==> config.mk <==
export PLATFORM = sky130hd
export DESIGN_NAME = mem_arbiter
export DESIGN_NICKNAME = d
export VERILOG_FILES = /design/src/rtl/mem_arbiter.sv
export SDC_FILE = /design/constraint.sdc
export NUM_CORES = 1
export LEC_CHECK = 0
export CAP_MARGIN = 20
export CORE_AREA = 4 4 185 187
export CTS_BUF_LIST = sky130_fd_sc_hd__clkbuf_16
export DETAILED_ROUTE_END_ITERATION = 7
export DIE_AREA = 0 0 189 191
export DONT_BUFFER_PORTS = 1
export GPL_TIMING_DRIVEN = 1
export PLACE_DENSITY = 0.52
export SLEW_MARGIN = 10
export SYNTH_ARGS = -nofsm -noshare
export SYNTH_HDL_FRONTEND = slang
export SYNTH_SLANG_ARGS = --single-unit
==> constraint.sdc <==
create_clock -name clk -period 5 [get_ports clk]
set_clock_uncertainty 0.1 [all_clocks]
set_input_delay 0.5 -clock clk [delete_from_list [all_inputs] [get_ports clk]]
set_output_delay 0.5 -clock clk [all_outputs]
set_load 0.02 [all_outputs]
==> src/rtl/mem_arbiter.sv <==
// Two-port round-robin arbiter that puts a fetch port and a data port onto one
// fixed-latency memory window; accesses outside the window complete at once with an error.
module mem_arbiter #(
  parameter int          WAIT = 1,
  parameter logic [63:0] BASE = 64'h8000_0000,
  parameter int          AW   = 12
) (
  input  logic          clk,
  input  logic          rst,
  input  logic          i_req,
  input  logic [63:0]   i_addr,
  output logic          i_ack,
  output logic [63:0]   i_rdata,
  output logic          i_err,
  input  logic          d_req,
  input  logic [63:0]   d_addr,
  input  logic [63:0]   d_wdata,
  input  logic          d_rw,
  input  logic [1:0]    d_word,
  output logic          d_ack,
  output logic [63:0]   d_rdata,
  output logic          d_err,
  output logic          m_cs,
  output logic [AW-1:0] m_addr,
  output logic [63:0]   m_wdata,
  output logic          m_we,
  output logic [1:0]    m_word,
  input  logic [63:0]   m_rdata,
  output logic          busy
);

  typedef enum logic [1:0] {IDLE, ACCESS, RESP} state_t;

  localparam logic [63:0] LIMIT    = BASE + ((64'd1 << AW) - 64'd1);
  localparam logic [3:0]  CNT_INIT = 4'(WAIT - 1);

  state_t        state;
  logic [3:0]    cnt;
  logic          last_data;
  logic          src_data;
  logic [AW-1:0] lat_addr;
  logic [63:0]   lat_wdata;
  logic          lat_rw;
  logic [1:0]    lat_word;

  logic          grant_data;
  logic [63:0]   sel_addr;
  logic          in_window;

  // On a tie the data port wins only when fetch was the previous grant.
  always_comb begin
    grant_data = 1'b0;
    if (d_req && (!i_req || !last_data)) grant_data = 1'b1;
    sel_addr  = grant_data ? d_addr : i_addr;
    in_window = (sel_addr >= BASE) && (sel_addr <= LIMIT);
  end

  always_ff @(posedge clk or negedge rst) begin
    if (!rst) begin
      state     <= IDLE;
      cnt       <= '0;
      last_data <= 1'b1;
      src_data  <= 1'b0;
      lat_addr  <= '0;
      lat_wdata <= '0;
      lat_rw    <= 1'b0;
      lat_word  <= '0;
      i_ack     <= 1'b0;
      i_rdata   <= '0;
      i_err     <= 1'b0;
      d_ack     <= 1'b0;
      d_rdata   <= '0;
      d_err     <= 1'b0;
    end else begin
      case (state)
        IDLE: begin
          if (i_req || d_req) begin
            last_data <= grant_data;
            src_data  <= grant_data;
            lat_addr  <= sel_addr[AW-1:0] - BASE[AW-1:0];
            lat_wdata <= grant_data ? d_wdata : 64'd0;
            lat_rw    <= grant_data & d_rw;
            lat_word  <= grant_data ? d_word : 2'b10;
            if (in_window) begin
              state <= ACCESS;
              cnt   <= CNT_INIT;
            end else begin
              // Out-of-window requests skip memory entirely and answer next cycle.
              state <= RESP;
              if (grant_data) begin
                d_ack   <= 1'b1;
                d_err   <= 1'b1;
                d_rdata <= '0;
              end else begin
                i_ack   <= 1'b1;
                i_err   <= 1'b1;
                i_rdata <= '0;
              end
            end
          end
        end
        ACCESS: begin
          if (cnt == 4'd0) begin
            state <= RESP;
            if (src_data) begin
              d_ack   <= 1'b1;
              d_err   <= 1'b0;
              d_rdata <= lat_rw ? 64'd0 : m_rdata;
            end else begin
              i_ack   <= 1'b1;
              i_err   <= 1'b0;
              i_rdata <= m_rdata;
            end
          end else begin
            cnt <= cnt - 4'd1;
          end
        end
        RESP: begin
          i_ack <= 1'b0;
          d_ack <= 1'b0;
          state <= IDLE;
        end
        default: state <= IDLE;
      endcase
    end
  end

  // Memory strobes are decoded from state so an asynchronous reset drops them immediately.
  assign m_cs    = (state == ACCESS);
  assign m_we    = (state == ACCESS) && (cnt == 4'd0) && lat_rw;
  assign m_addr  = lat_addr;
  assign m_wdata = lat_wdata;
  assign m_word  = lat_word;
  assign busy    = (state != IDLE);

endmodule

# Word-level counts from Yosys, hierarchy flattened

Cells that the tools add are included.

Register bits after elaboration: 219
Bits in latches: 0
RAM bits: 0
Bits in read-only memories: 0
Bits of input ports: 263
Output and inout bits: 213
Memories: 0

Add/subtract/negate cells: 1
$mul: 0
Divide/modulo/power cells: 0
$lt $le $gt $ge: 2
Eq/ne operators: 11
Shifts and indexed selects: 0
Muxes and demuxes: 43
Bitwise operators: 1
Reductions and logical operators: 20

Operator list:

| cell                 | count |
|---|---|
| $mux 64              | 13 |
| $pmux 64 s2          | 2 |
| $ge 64x32->1 const B | 1 |
| $le 64x32->1 const B | 1 |
| $reduce_and 6->1     | 4 |
| $mux 1               | 15 |
| $ne 2x2->1 const B   | 7 |
| $mux 4               | 3 |
| $mux 2               | 4 |
| $pmux 4 s2           | 1 |
| $pmux 1 s3           | 2 |
| $logic_and 1x1->1    | 4 |
| $logic_not 4->1      | 1 |
| $ne 2x1->1 const B   | 2 |
| $pmux 1 s2           | 2 |
| $pmux 2 s2           | 1 |
| $reduce_and 2->1     | 2 |
| $reduce_and 4->1     | 1 |
| $reduce_bool 2->1    | 2 |
| $sub 4x1->4 const B  | 1 |
| $reduce_bool 3->1    | 1 |
| $eq 2x1->1 const B   | 1 |
| $eq 2x2->1 const B   | 1 |
| $logic_not 1->1      | 2 |
| other kinds (3)      | 4 |

# Depth between registers and ports, before layout

Word-level depth: 10
Depth in mapped cells: 10
Depth with buffers taken out: 8

# Worst setup path before layout

OpenSTA, ideal clock, no wires.

Path type: input-to-reg
From: input port i_addr[54]
To: register d_rdata[10]
Library setup time: 0.066 ns
Arrival time: 1.862 ns
Path slack: 2.973 ns
Stages on the path: 8
Buffers on the path: 2
Cells stage by stage: nor4_1 > nand4_1 > nor4_2 > o21ai_2 > o21ai_1 > buf_4 > buf_4 > a22o_1

Cells in the longest elaborated chain, start to end: 5
Elaborated cells between the ends (all ways): 6
Classes of those cells: 2 x order compare; 1 x eq/ne; 1 x mux; 2 x reduce/logical

Ends and longest elaborated chain:

| item                                                | line | RTL |
|---|---|---|
| start: declaration                                  | 11   | `input logic [63:0] i_addr,` |
| $mux 64 (*)                                         | 54   | `sel_addr = grant_data ? d_addr : i_addr;` |
| $ge 64x32->1 / $le 64x32->1 (equally long branches) | 55   | `in_window = (sel_addr >= BASE) && (sel_addr <= LIMIT);` |
| $logic_and 1x1->1 (*)                               | 55   |  |
| $ne 2x2->1 (no line) (*)                            | -    |  |
| $reduce_and 6->1 (no line) (*)                      | -    |  |
| end signal: assignment                              | 108  | `d_rdata <= lat_rw ? 64'd0 : m_rdata;` |
| end: declaration                                    | 21   | `output logic [63:0] d_rdata,` |

Every way passes the cells marked *; elsewhere a longest branch is shown, timed or not.
A chain may end at the register's enable or synchronous reset.

# Worst setup path after layout

From: register state[0]
To: register i_rdata[6]

Cells in the longest elaborated chain, start to end: 3
Elaborated cells between the ends (all ways): 10
Classes of those cells: 6 x eq/ne; 1 x mux; 3 x reduce/logical

Ends and longest elaborated chain:

| item                                                 | line | RTL |
|---|---|---|
| start: declaration                                   | 37   | `state_t state;` |
| start signal: assignment                             | 60   | `state <= IDLE;` |
| start signal: assignment                             | 85   | `state <= ACCESS;` |
| start signal: assignment                             | 89   | `state <= RESP;` |
| $eq 2x1->1 / $logic_not 2->1 (equally long branches) | 75   | `case (state)` |
| $ne 2x1->1 (no line), or another cell as far along   | -    |  |
| $reduce_and 6->1 (no line)                           | -    |  |
| end signal: assignment                               | 112  | `i_rdata <= m_rdata;` |
| end: declaration                                     | 13   | `output logic [63:0] i_rdata,` |

Several ways; a longest one is shown, not always the timed one.

==> run_summary.xml <==
<?xml version="1.0" encoding="UTF-8"?>
<metrics>
  <group name="place">
    <metric name="placed_inst_area" unit="µm²">9420</metric>
    <metric name="dp_worst_setup_slack" unit="ns">1.64</metric>
    <metric name="place_hpwl" unit="mm">21.7</metric>
    <metric name="globalplace.congestion" unit="">0.844</metric>
    <metric name="io_buffers" unit="">0</metric>
  </group>
  <group name="routing">
    <metric name="wire_per_inst" unit="µm">23.9</metric>
    <metric name="dr_total_vias" unit="">7032</metric>
    <metric name="vias_per_cell" unit="">5.26</metric>
    <metric name="ant_nets" unit="">0</metric>
    <metric name="1st_iter_drt_viols" unit="">401</metric>
    <metric name="drt_wirelength" unit="mm">31.9</metric>
    <metric name="detailedRoute.firstPassIterationCount" unit="">5</metric>
    <metric name="drc_errors" unit="">0</metric>
  </group>
  <group name="timing">
    <metric name="final-hold-violation-count" unit="">219</metric>
    <metric name="max_slew.worst_pin.slew" unit="ns">0.937</metric>
    <metric name="final.setup.tns" unit="ns">0</metric>
    <metric name="post-route-min-period" unit="ns">3.28</metric>
    <metric name="slew_violations" unit="">0</metric>
    <metric name="maxClockFrequency" unit="MHz">305</metric>
    <metric name="setup_viol_count_final" unit="">0</metric>
    <metric name="slew-limit-headroom" unit="%">37.5</metric>
    <metric name="period_share" unit="%">65.6</metric>
    <metric name="fin_worst_hold_slack" unit="ns">-0.418</metric>
    <metric name="final.setup.worst_slack" unit="ns">1.72</metric>
    <metric name="rsz_0062_raised_after_global_routing" unit="">false</metric>
  </group>
  <group name="clock_tree">
    <metric name="cts_max_path_buffers" unit="">3</metric>
    <metric name="clock_latency" unit="ns">0.51</metric>
    <metric name="cts-hold-fix-buffers" unit="">94</metric>
    <metric name="postCtsSetupBuffers" unit="">0</metric>
    <metric name="ctsRootBufferMaster" unit="">sky130_fd_sc_hd__clkbuf_16</metric>
    <metric name="tritoncts" unit="">built</metric>
    <metric name="cts_sinks" unit="">219</metric>
    <metric name="tritoncts.num_buffers" unit="">24</metric>
    <metric name="cts_resized" unit="">0</metric>
    <metric name="cts_htree_levels" unit="">1</metric>
    <metric name="clk_transition_reported_paths" unit="ns">0.06</metric>
  </group>
  <group name="grt">
    <metric name="gr-total-overflow" unit="">0</metric>
    <metric name="antenna_violations_before_repair" unit="">3</metric>
    <metric name="grt_util_all_layers" unit="%">16.5</metric>
    <metric name="grt_start_max_net_pins" unit="">220</metric>
    <metric name="number_of_global_route_vias_before_repair" unit="">7136</metric>
    <metric name="grt_first_pass_wirelength" unit="mm">46.6</metric>
  </group>
  <group name="outcome">
    <metric name="violations" unit="">hold timing</metric>
    <metric name="outcome" unit="">finished, violations left</metric>
  </group>
  <group name="pwr">
    <metric name="finalPower" unit="mW">4.27</metric>
    <metric name="p_int" unit="mW">3.07</metric>
    <metric name="cellLeakagePower" unit="nW">4.70</metric>
    <metric name="net_switching_component_of_the_power" unit="mW">1.20</metric>
    <metric name="power_density" unit="nW/µm²">384</metric>
    <metric name="power_switching_share" unit="%">28.2</metric>
    <metric name="power.share.combinational" unit="%">9.1</metric>
    <metric name="clockPowerShare" unit="%">40.1</metric>
    <metric name="max-vdd-ir-drop" unit="µV">240</metric>
    <metric name="power_frac_seq" unit="%">50.8</metric>
  </group>
  <group name="floorplanning">
    <metric name="die_h" unit="µm">191</metric>
    <metric name="floorplan.core_area" unit="µm²">32500</metric>
    <metric name="die-width" unit="µm">189</metric>
    <metric name="num_io_pins" unit="">476</metric>
    <metric name="rows" unit="">66</metric>
    <metric name="initial_core_util" unit="%">27.7</metric>
    <metric name="fp.dieArea" unit="µm²">36100</metric>
  </group>
  <group name="final_layout">
    <metric name="final_cell_area" unit="µm²">11100</metric>
    <metric name="filler_cell_count" unit="">3167</metric>
    <metric name="numnets_final" unit="">1139</metric>
    <metric name="utilization" unit="%">34.3</metric>
    <metric name="multi_input_area" unit="µm²">3240</metric>
    <metric name="synthToLayoutAreaGrowth" unit="%">23.8</metric>
    <metric name="register_area" unit="µm²">5480</metric>
    <metric name="drive_above_1_share" unit="%">6.38</metric>
  </group>
  <group name="run">
    <metric name="timing.max_cap.violations" unit="">0</metric>
  </group>
  <group name="logic_synthesis">
    <metric name="synth-edff-count" unit="">0</metric>
    <metric name="post-synth-top-area-cell" unit="">sky130_fd_sc_hd__dfrtp_1</metric>
    <metric name="yosys-top-cells-area" unit="">sky130_fd_sc_hd__dfrtp_1 (61%), sky130_fd_sc_hd__a22o_1 (13%), sky130_fd_sc_hd__nand2_1 (6.5%), sky130_fd_sc_hd__o211ai_1 (5.3%), sky130_fd_sc_hd__nand3_1 (3.6%)</metric>
    <metric name="postSynthRegisterBits" unit="">219</metric>
    <metric name="synth_seq_area_share" unit="%">60.9</metric>
    <metric name="yosys.cell_types.count" unit="">35</metric>
    <metric name="synth_instances" unit="">808</metric>
    <metric name="ys.warnings.count" unit="">0</metric>
    <metric name="synth.net_count" unit="">1072</metric>
    <metric name="ys_dominant_reg_cell" unit="">sky130_fd_sc_hd__dfrtp_1</metric>
    <metric name="syn-cell-area" unit="µm²">9000</metric>
    <metric name="synth.avg_cell_area" unit="µm²">11.1</metric>
    <metric name="yosysTopAreaCellShare" unit="%">60.6</metric>
    <metric name="synth_top_cells_by_count" unit="">sky130_fd_sc_hd__dfrtp_1 (218), sky130_fd_sc_hd__nand2_1 (157), sky130_fd_sc_hd__a22o_1 (129)</metric>
    <metric name="synth-async-reset-ratio" unit="%">100</metric>
    <metric name="yosysMostFrequentCell" unit="">sky130_fd_sc_hd__dfrtp_1</metric>
  </group>
  <group name="setup_path">
    <metric name="timing.critical_path.required" unit="ns">5.32</metric>
    <metric name="critical_path_arrival" unit="ns">3.60</metric>
    <metric name="worst_setup_path_end_kind" unit="">flip-flop</metric>
    <metric name="critical_path_class" unit="">reg -&gt; reg</metric>
    <metric name="critical_path.max_fanout" unit="">30</metric>
    <metric name="timing.critical_path.from_type" unit="">flip-flop</metric>
  </group>
  <group name="hold_path">
    <metric name="min_path_type" unit="">in -&gt; async</metric>
  </group>
</metrics>
-- state kept, by name (all words and copies together) (netlist names) --
register / cells
cnt: 4
d_ack: 1
d_err: 1
d_rdata: 64
i_ack: 1
i_err: 1
i_rdata: 64
last_data: 1
lat_rw: 1
m_addr: 12
m_wdata: 64
m_word: 2
src_data: 1
state: 2
-- per-stage QoR --
| stage | hold WS (ns) | instances |
|---|---|---|
| final | -0.418 | 1336 |
| after global placement | 0.109 | 1194 |
| after floorplan | 0.104 | 808 |
| after global routing | -0.451 | 1336 |
| after detailed placement | 0.109 | 1195 |
| after CTS | -0.451 | 1333 |
-- critical path, stage by stage, from the launching register on --
cell                       delay, ns
sky130_fd_sc_hd__dfrtp_2        0.75
sky130_fd_sc_hd__nor2b_1        0.20
sky130_fd_sc_hd__buf_4          0.24
sky130_fd_sc_hd__nand2_1        0.16
sky130_fd_sc_hd__nor2_1         0.40
sky130_fd_sc_hd__o21a_2         0.70
sky130_fd_sc_hd__buf_4          0.37
sky130_fd_sc_hd__nand3_1        0.12
sky130_fd_sc_hd__o211ai_1       0.12
-- power by group through the flow --
stage / Combinational (mW) / Sequential, mW / Clock [mW]
floorplan: 0.254 / 2.15 / 0
global placement: 0.308 / 2.20 / 0
CTS: 0.388 / 2.17 / 1.78
detailed placement: 0.331 / 2.19 / 0
finish: 0.388 / 2.17 / 1.71
global route: 0.427 / 2.19 / 1.84
-- routing by layer --
layer  wire length [µm]  vias to the layer above  track usage, %
met4                843                        4            4.43
met3               3710                       55            7.21
met2              14800                      391            25.8
met1              12500                     3466            20.9
met5                 29                        -               0
li1                   -                     3116               -
-- cells in the final DEF (no fill, tap or decap), types with 3 or more instances in the layout --
master | Yosys | layout
sky130_fd_sc_hd__dfrtp_1 | 218 | 217
sky130_fd_sc_hd__nand2_1 | 157 | 157
sky130_fd_sc_hd__a22o_1 | 129 | 129
sky130_fd_sc_hd__dlygate4sd3_1 | 0 | 96
sky130_fd_sc_hd__nand3_1 | 65 | 65
sky130_fd_sc_hd__o211ai_1 | 64 | 64
sky130_fd_sc_hd__nor4_1 | 26 | 26
sky130_fd_sc_hd__clkbuf_16 | 0 | 25
sky130_fd_sc_hd__inv_1 | 9 | 16
sky130_fd_sc_hd__o21ai_0 | 16 | 16
sky130_fd_sc_hd__mux2i_1 | 14 | 14
sky130_fd_sc_hd__buf_4 | 6 | 11
sky130_fd_sc_hd__nor2_1 | 9 | 8
sky130_fd_sc_hd__clkinv_2 | 0 | 5
sky130_fd_sc_hd__o21ai_4 | 0 | 4
sky130_fd_sc_hd__a21oi_1 | 4 | 4
sky130_fd_sc_hd__clkinv_1 | 0 | 4
sky130_fd_sc_hd__nand4_1 | 3 | 3
sky130_fd_sc_hd__nor3_1 | 4 | 3
-- kinds of logic after synthesis --
kind of cell | share of synthesized area [%]
simple gates | 13.5
compound gates | 20.0
flops | 60.9
buf+inv | 3.72
mux | 1.56
xor+xnor | 0.195
fa+ha+maj | 0.139
-- area by class of cell --
cell class	count	area share, %
Clock buffer	25	5.61
Multi-Input combinational cell	513	29.1
Timing Repair Buffer	108	9.61
Sequential cell	219	49.2
Inverter	9	0.303
Antenna cell	1	0.0225
Clock inverter	19	1.20
Tap cell	442	4.96
-- path summary, 6_finish.rpt --
kind | start | to | slack [ns] | cells past startpoint
max in group asynchronous | rst | state[0]$_DFFE_PN0P_ | 4.78 | 0
min reg2reg | last_data$_DFFE_PN1P_ | last_data$_DFFE_PN1P_ | 0.39 | 2
min | rst | d_rdata[33]$_DFFE_PN0P_ | -0.42 | 0
min in group clk | m_rdata[45] | d_rdata[45]$_DFFE_PN0P_ | 0.03 | 1
max | state[0]$_DFFE_PN0P_ | i_rdata[6]$_DFFE_PN0P_ | 1.72 | 8
max reg2reg | state[0]$_DFFE_PN0P_ | i_rdata[6]$_DFFE_PN0P_ | 1.72 | 8
Power figures use the tool's default switching activity.
